[src/rtl/gol_scheduler.sv]
// gol_scheduler: 8x8 toroidal Game-of-Life sequencer feeding one cell per cycle to an external evaluator.
module gol_scheduler #(
  parameter int GENS_W = 8
) (
  input  logic              clk,
  input  logic              rst,
  input  logic              load_en,
  input  logic [2:0]        load_row,
  input  logic [7:0]        load_data,
  input  logic              start,
  input  logic [GENS_W-1:0] gens,
  input  logic [2:0]        rd_row,
  output logic [7:0]        rd_data,
  output logic              busy,
  output logic              done,
  output logic [GENS_W-1:0] gen_count,
  output logic [7:0]        pix_nbr,
  output logic              pix_self,
  input  logic              pix_next
);
  typedef enum logic [1:0] {IDLE, EVAL, COMMIT, FIN} state_t;
  state_t            r_state;
  logic [7:0]        r_cur [8];
  logic [7:0]        r_nxt [8];
  logic [5:0]        r_idx;
  logic [GENS_W-1:0] r_gens;
  logic [GENS_W-1:0] r_gen;
  logic              r_busy;
  logic              r_done;
  logic [2:0]        w_row, w_col, w_rm, w_rp, w_cm, w_cp;
  logic [GENS_W-1:0] w_gen_inc;
  logic              w_eval;
  assign w_row     = r_idx[5:3];
  assign w_col     = r_idx[2:0];
  assign w_rm      = w_row - 3'd1;
  assign w_rp      = w_row + 3'd1;
  assign w_cm      = w_col - 3'd1;
  assign w_cp      = w_col + 3'd1;
  assign w_gen_inc = r_gen + 1'b1;
  assign w_eval    = r_state == EVAL;
  assign rd_data   = r_cur[rd_row];
  assign busy      = r_busy;
  assign done      = r_done;
  assign gen_count = r_gen;
  assign pix_self  = w_eval & r_cur[w_row][w_col];
  // 3-bit row/column arithmetic wraps naturally, giving the torus
  assign pix_nbr   = w_eval ? {r_cur[w_rp][w_cp], r_cur[w_rp][w_col], r_cur[w_rp][w_cm],
                               r_cur[w_row][w_cp], r_cur[w_row][w_cm],
                               r_cur[w_rm][w_cp], r_cur[w_rm][w_col], r_cur[w_rm][w_cm]} : 8'd0;
  always_ff @(posedge clk) begin
    if (rst) begin
      r_state <= IDLE;
      r_cur   <= '{default: 8'd0};
      r_nxt   <= '{default: 8'd0};
      r_idx   <= '0;
      r_gens  <= '0;
      r_gen   <= '0;
      r_busy  <= 1'b0;
      r_done  <= 1'b0;
    end else begin
      case (r_state)
        IDLE: begin
          if (load_en) r_cur[load_row] <= load_data;
          if (start) begin
            r_gens  <= gens;
            r_gen   <= '0;
            r_idx   <= '0;
            r_state <= (gens != '0) ? EVAL : FIN;
            r_busy  <= gens != '0;
            r_done  <= gens == '0;
          end
        end
        EVAL: begin
          r_nxt[w_row][w_col] <= pix_next;
          r_idx <= r_idx + 6'd1;
          if (r_idx == 6'd63) r_state <= COMMIT;
        end
        COMMIT: begin
          r_cur   <= r_nxt;
          r_gen   <= w_gen_inc;
          r_idx   <= '0;
          r_state <= (w_gen_inc == r_gens) ? FIN : EVAL;
          r_busy  <= w_gen_inc != r_gens;
          r_done  <= w_gen_inc == r_gens;
        end
        FIN: begin
          r_done  <= 1'b0;
          r_state <= IDLE;
        end
      endcase
    end
  end
endmodule

[config.mk]
export PLATFORM = sky130hd
export DESIGN_NAME = gol_scheduler
export DESIGN_NICKNAME = d
export VERILOG_FILES = /design/src/rtl/gol_scheduler.sv
export SDC_FILE = /design/constraint.sdc
export NUM_CORES = 1
export LEC_CHECK = 0
export CAP_MARGIN = 40
export CELL_PAD_IN_SITES_DETAIL_PLACEMENT = 1
export CELL_PAD_IN_SITES_GLOBAL_PLACEMENT = 2
export CORE_UTILIZATION = 38
export CTS_BUF_LIST = sky130_fd_sc_hd__clkbuf_4 sky130_fd_sc_hd__clkbuf_8
export DETAILED_ROUTE_END_ITERATION = 10
export PLACE_DENSITY = 0.82
export SLEW_MARGIN = 20
export SYNTH_ARGS = -nofsm -noshare
export SYNTH_HDL_FRONTEND = slang
export SYNTH_SLANG_ARGS = --single-unit
export TNS_END_PERCENT = 30
[constraint.sdc]
create_clock -name clk -period 4 [get_ports clk]
set_input_delay 0.6 -clock clk [delete_from_list [all_inputs] [get_ports clk]]
set_output_delay 0.6 -clock clk [all_outputs]
set_load 0.01 [all_outputs]
-- Yosys cells after proc, flatten, opt, wreduce, memory -nomap -nowiden
Index checks and enable logic that the tools add are counted.
- add/subtract/negate cells: 6
- muxes and demuxes: 54
- equality and inequality tests: 9
- reductions and logical operators: 15
- bitwise operators: 6
- $lt $le $gt $ge: 11
- operator list (operator ; number):
    $bwmux W64 ; 2
    $pmux W64 S2 ; 1
    $bmux W8 S3 ; 4
    $mux W8 ; 12
    $mux W64 ; 1
    $demux W8 S3 ; 2
    $bmux W1 S3 ; 9
    $ge A4 B4 Y1 const B ; 5
    $not A3 Y4 ; 5
    $pmux W6 S3 ; 1
    $pmux W8 S2 ; 1
    $lt A3 B4 Y1 const B ; 3
    $mux W1 ; 12
    $reduce_and A2 Y1 ; 6
    $add A8 B1 Y8 const B ; 1
    $eq A8 B8 Y1 ; 1
    $logic_not A8 Y1 ; 1
    $lt A4 B1 Y1 const B ; 2
    $mux W2 ; 4
    $ne A8 B8 Y1 ; 1
    $pmux W2 S4 ; 1
    $reduce_bool A8 Y1 ; 1
    $add A3 B1 Y3 const B ; 2
    $add A6 B1 Y6 const B ; 1
    16 further kinds ; 22
- logic and storage cells: 123
- bits in registers: 154
- output and inout port bits: 27
- bits of input ports: 27

-- Logic depth before layout (Yosys ltp)
- word-level depth: 8
- gate-level depth with buffers: 12
- gate-level depth less buffers: 9

-- Least setup slack after synthesis
Ideal clock, no wire load.
- path kind: reg-to-output
- start: reg r_idx[3]
- end: out pix_nbr[1]
- required time: 3400 ps
- cell stages (with the launch flop): 11
- path buffers: 4
- setup slack: 736 ps
- arrival time: 2664 ps
- cell sequence: dfxtp_1 buf_2 buf_4 inv_2 ha_1 buf_2 buf_1 mux4_2 mux2i_1 nor3_1 o41a_1
- word-level cells in the longest chain between the ends: 8
- ends and longest elaborated chain (what ; RTL line ; RTL):
    start: declaration ; 25 ; logic [5:0] r_idx;
    start signal: assignment ; 75 ; r_idx <= r_idx + 6'd1;
    $sub A3 B1 Y3 ; 35 ; assign w_rm = w_row - 3'd1;
    $not A3 Y4 (implied by the code) ; 49 ; r_cur[w_rm][w_cp], r_cur[w_rm][w_col], r_cur[w_rm][w_cm]} : 8'd0;
    $bmux W8 S3 ; 49 ;
    $mux W8 (implied by the code) (2 in series) ; 49 ;
    $bmux W1 S3 ; 49 ;
    $mux W1 (implied by the code) ; 49 ;
    $mux W8 ; 47 ; assign pix_nbr = w_eval ? {r_cur[w_rp][w_cp], r_cur[w_rp][w_col], r_cur[w_rp][w_cm],
    end: declaration ; 17 ; output logic [7:0] pix_nbr,
No other way between the ends. The select of a mux whose other input is x is not followed.

-- Worst setup path after layout
- start: reg r_idx[4]
- end: out pix_nbr[0]
Same word-level chain as after synthesis.

==> results.py <==
metrics = {
    "cts": {
        "cts_made_buffers": 17,
        "clkLatencyLatePin_ps": 470,
        "clk_pin_slew_ps": 90,
        "cts.sinks": 154,
        "h-tree-depth": 4,
        "cts_tree": "built",
        "clockRootBuffer": "clkbuf_8",
        "clockBufferDepth": 2,
    },
    "timing": {
        "max_slew_margin": 0.417,
        "final-setup-viol-count": 0,
        "hold_viol_final": 0,
        "tightest_slew_ps": 873,
        "rsz0062_at_grt": "true",
        "fmax_mhz": 259,
        "finalMaxSlewViolations": 0,
        "final.period_utilization": 0.965,
        "period_needed_ps": 3860,
        "skew_ps": 19.2,
    },
    "critical_path": {
        "worstReg2RegStart": "r_state[1]$_SDFFE_PP0P_",
        "reg2reg_to": "done$_SDFFE_PP0P_",
        "critPathArrivalTime_ps": 3260,
        "endpoint": "pix_nbr[0]",
        "worst_r2r_path_depth": 6,
        "cp-end-kind": "output port",
        "path_class": "reg2out",
        "cp-startpoint": "r_idx[4]$_SDFFE_PP0P_",
        "critPathRequiredTime_ps": 3400,
        "r2r_slack_ps": 1380,
        "critPathLaunchType": "register",
        "cp_max_fo": 20,
    },
    "route": {
        "drt_pass1_iterations": 10,
        "via_per_inst": 6.29,
        "drcViolationCount": 0,
        "ant_nets": 0,
        "route.vias.total": 9240,
        "drt_wl_total_um": 35800,
        "wl_per_cell_um": 24.4,
        "initialDrtViolationCount": 1096,
    },
    "logic_synthesis": {
        "synthArstFlopShare": 0,
        "syn-mean-instance-area_um2": 8.31,
        "syn-num-nets": 1136,
        "synth_top_area_frac": 0.336,
        "synth-seq-cells": 154,
        "synthTopCellsByArea": "dfxtp_1 34%, mux4_2 10%, nand2_1 7.2%",
        "syn_area_mm2": 0.00918,
        "yosysWarnings": 0,
        "yosysUniqueCellTypes": 61,
        "synth.largest_area_cell": "dfxtp_1",
        "synth_edf_count": 0,
        "netlist_instances": 1104,
        "synth.yosys.seq_area_share": 0.336,
        "synthFlopType": "dfxtp_1",
    },
    "placement": {
        "numPortBuffers": 53,
        "routabilityCongestion": 0.915,
        "hpwl_um": 25700,
    },
    "grt": {
        "globalRoute.totalOverflow": 0,
        "antenna_found_initial": 0,
        "track_usage": 0.295,
        "grt_pass1_wl_um": 54300,
        "grt_pass1_vias": 8785,
        "grt_max_degree": 74,
    },
    "finish": {
        "nets": 1170,
        "area.growth.synth_to_final_pct": 16.7,
        "fillers": 2829,
        "final_layout_size_suffix_gt1_frac": 0.154,
        "fin_util": 0.455,
        "diodes": 0,
    },
    "floorplan": {
        "io_pins": 54,
        "core_area_mm2": 0.0235,
        "fp.dieArea_mm2": 0.0248,
        "std_cell_rows": 56,
        "start_util": 0.390,
        "die_x_um": 157,
        "dieHeight_um": 157,
    },
    "pwr": {
        "power_density_mw_per_mm2": 292,
        "swShare": 0.291,
        "p_sw_w": 0.000907,
        "ir_worst_vdd_uv": 220,
        "leakagePower_nw": 3.57,
        "p_seq_frac": 0.511,
        "p_int_w": 0.00221,
        "combPwrFrac": 0.110,
        "power_w": 0.00312,
        "power_frac_clock": 0.378,
    },
    "worst_hold_path": {
        "hp-class": "reg2reg",
    },
    "flow_run": {
        "cap_violations": 0,
    },
    "status": {
        "outcome": "completed",
    },
}
==> flip-flops by register name, summed over array words and instances, names as in the netlist <==
register	flops
r_nxt	64
busy	1
r_idx	6
gen_count	8
r_gens	8
r_state	2
done	1
r_cur	64
==> worst max-delay path, stage by stage (launching register included) <==
cell	delay [ps]
dfxtp_2	360
inv_1	80
ha_2	250
xor2_1	200
buf_6	250
nand2_1	80
a32oi_1	330
nand2_1	170
a32oi_1	220
o311ai_0	170
nor2_1	130
clkdlybuf4s50_1	540
==> metal layers <==
metal	vias up	GRT usage	share of wire
li1	4171	-	-
met1	4628	0.413	0.44
met2	401	0.465	0.47
met3	40	0.0476	0.076
met4	0	0.0846	0.021
met5	-	0	0
==> kinds of logic after synthesis <==
kind of cell               after synthesis  share of synthesized area
DFF                                    154                      0.336
adders and majority gates                5                    0.00682
muxes                                   98                      0.175
xor gates and xnor gates                16                     0.0181
buffers and inverters                  105                     0.0480
AOI/OAI and AO/OA                      283                      0.207
and+or+nand+nor                        443                      0.209
==> synthesized netlist by cell type, drive strengths merged, types with 5 or more instances <==
cell type,number
nor2,126
mux4,47
mux2i,38
a21oi,107
buf,23
o21bai,7
xor2,8
nand2,175
clkbuf,75
xnor2,8
ha,5
o21ai,41
a211oi,14
inv,7
nor4,6
nand3b,5
nand2b,8
dfxtp,154
nor2b,6
mux2,13
a222oi,41
nor3,22
o211ai,5
nand3,74
a22oi,30
==> stage by stage <==
stage | hold slack, ps | cell area, um^2 | TNS [ps] | std cells | setup slack, ps
CTS | 460 | 10600 | 0 | 1467 | 10.4
global placement | 438 | 10100 | 0 | 1423 | 251
detailed placement | 449 | 10100 | 0 | 1431 | 239
global route | 478 | 10700 | -129 | 1470 | -85.3
floorplan | 436 | 9180 | 0 | 1104 | 736
finish | 458 | 10700 | 0 | 1470 | 140
==> worst min-delay path by stage <==
stage	from	depth (start not counted)	endpoint
6_report	done$_SDFFE_PP0P_	2	done$_SDFFE_PP0P_
5_1_grt	r_nxt[48]$_SDFFE_PP0P_	2	r_nxt[48]$_SDFFE_PP0P_
4_1_cts	done$_SDFFE_PP0P_	2	done$_SDFFE_PP0P_
3_5_place_dp	r_nxt[50]$_SDFFE_PP0P_	2	r_nxt[50]$_SDFFE_PP0P_
3_3_place_gp	done$_SDFFE_PP0P_	2	done$_SDFFE_PP0P_
2_1_floorplan	r_nxt[0]$_SDFFE_PP0P_	2	r_nxt[0]$_SDFFE_PP0P_
==> repair_timing <==
action,CTS,global route
setup buffers,4,2
resized for setup,12,16
endpoints found under the setup margin,9,8
hold buffers,0,0
hold endpoints to repair,0,0
pin swaps,1,3
==> power by group through the flow <==
stage	Sequential [W]	Clock [W]	Combinational (W)
2_1_floorplan	0.00160	0	0.000217
4_1_cts	0.00159	0.00121	0.000342
5_1_grt	0.00160	0.00127	0.000372
6_report	0.00160	0.00118	0.000344
3_3_place_gp	0.00163	0	0.000333
3_5_place_dp	0.00163	0	0.000340
==> cells in the final DEF, fill, tap and decap left out, drive strengths merged, types with 12 or more instances in the layout <==
cell type	Yosys	layout
a211oi	14	14
a21oi	107	107
a222oi	41	41
a22oi	30	30
buf	23	62
clkbuf	75	18
clkdlybuf4s50	0	50
dfxtp	154	154
inv	7	12
mux2	13	13
mux2i	38	38
mux4	47	47
nand2	175	175
nand3	74	74
nor2	126	126
nor3	22	22
o21ai	41	41
==> cell type report <==
type	instances	area (um^2)	share of cell area
clock buffers	18	248	0.0231
clock inverters	14	139	0.0130
inverters	7	26.3	0.00245
multi-input cells	845	5770	0.539
flip-flops and latches	154	3090	0.288
well taps	319	399	0.0373
repair buffers	113	1040	0.0969
Power figures use the tool's default switching activity.
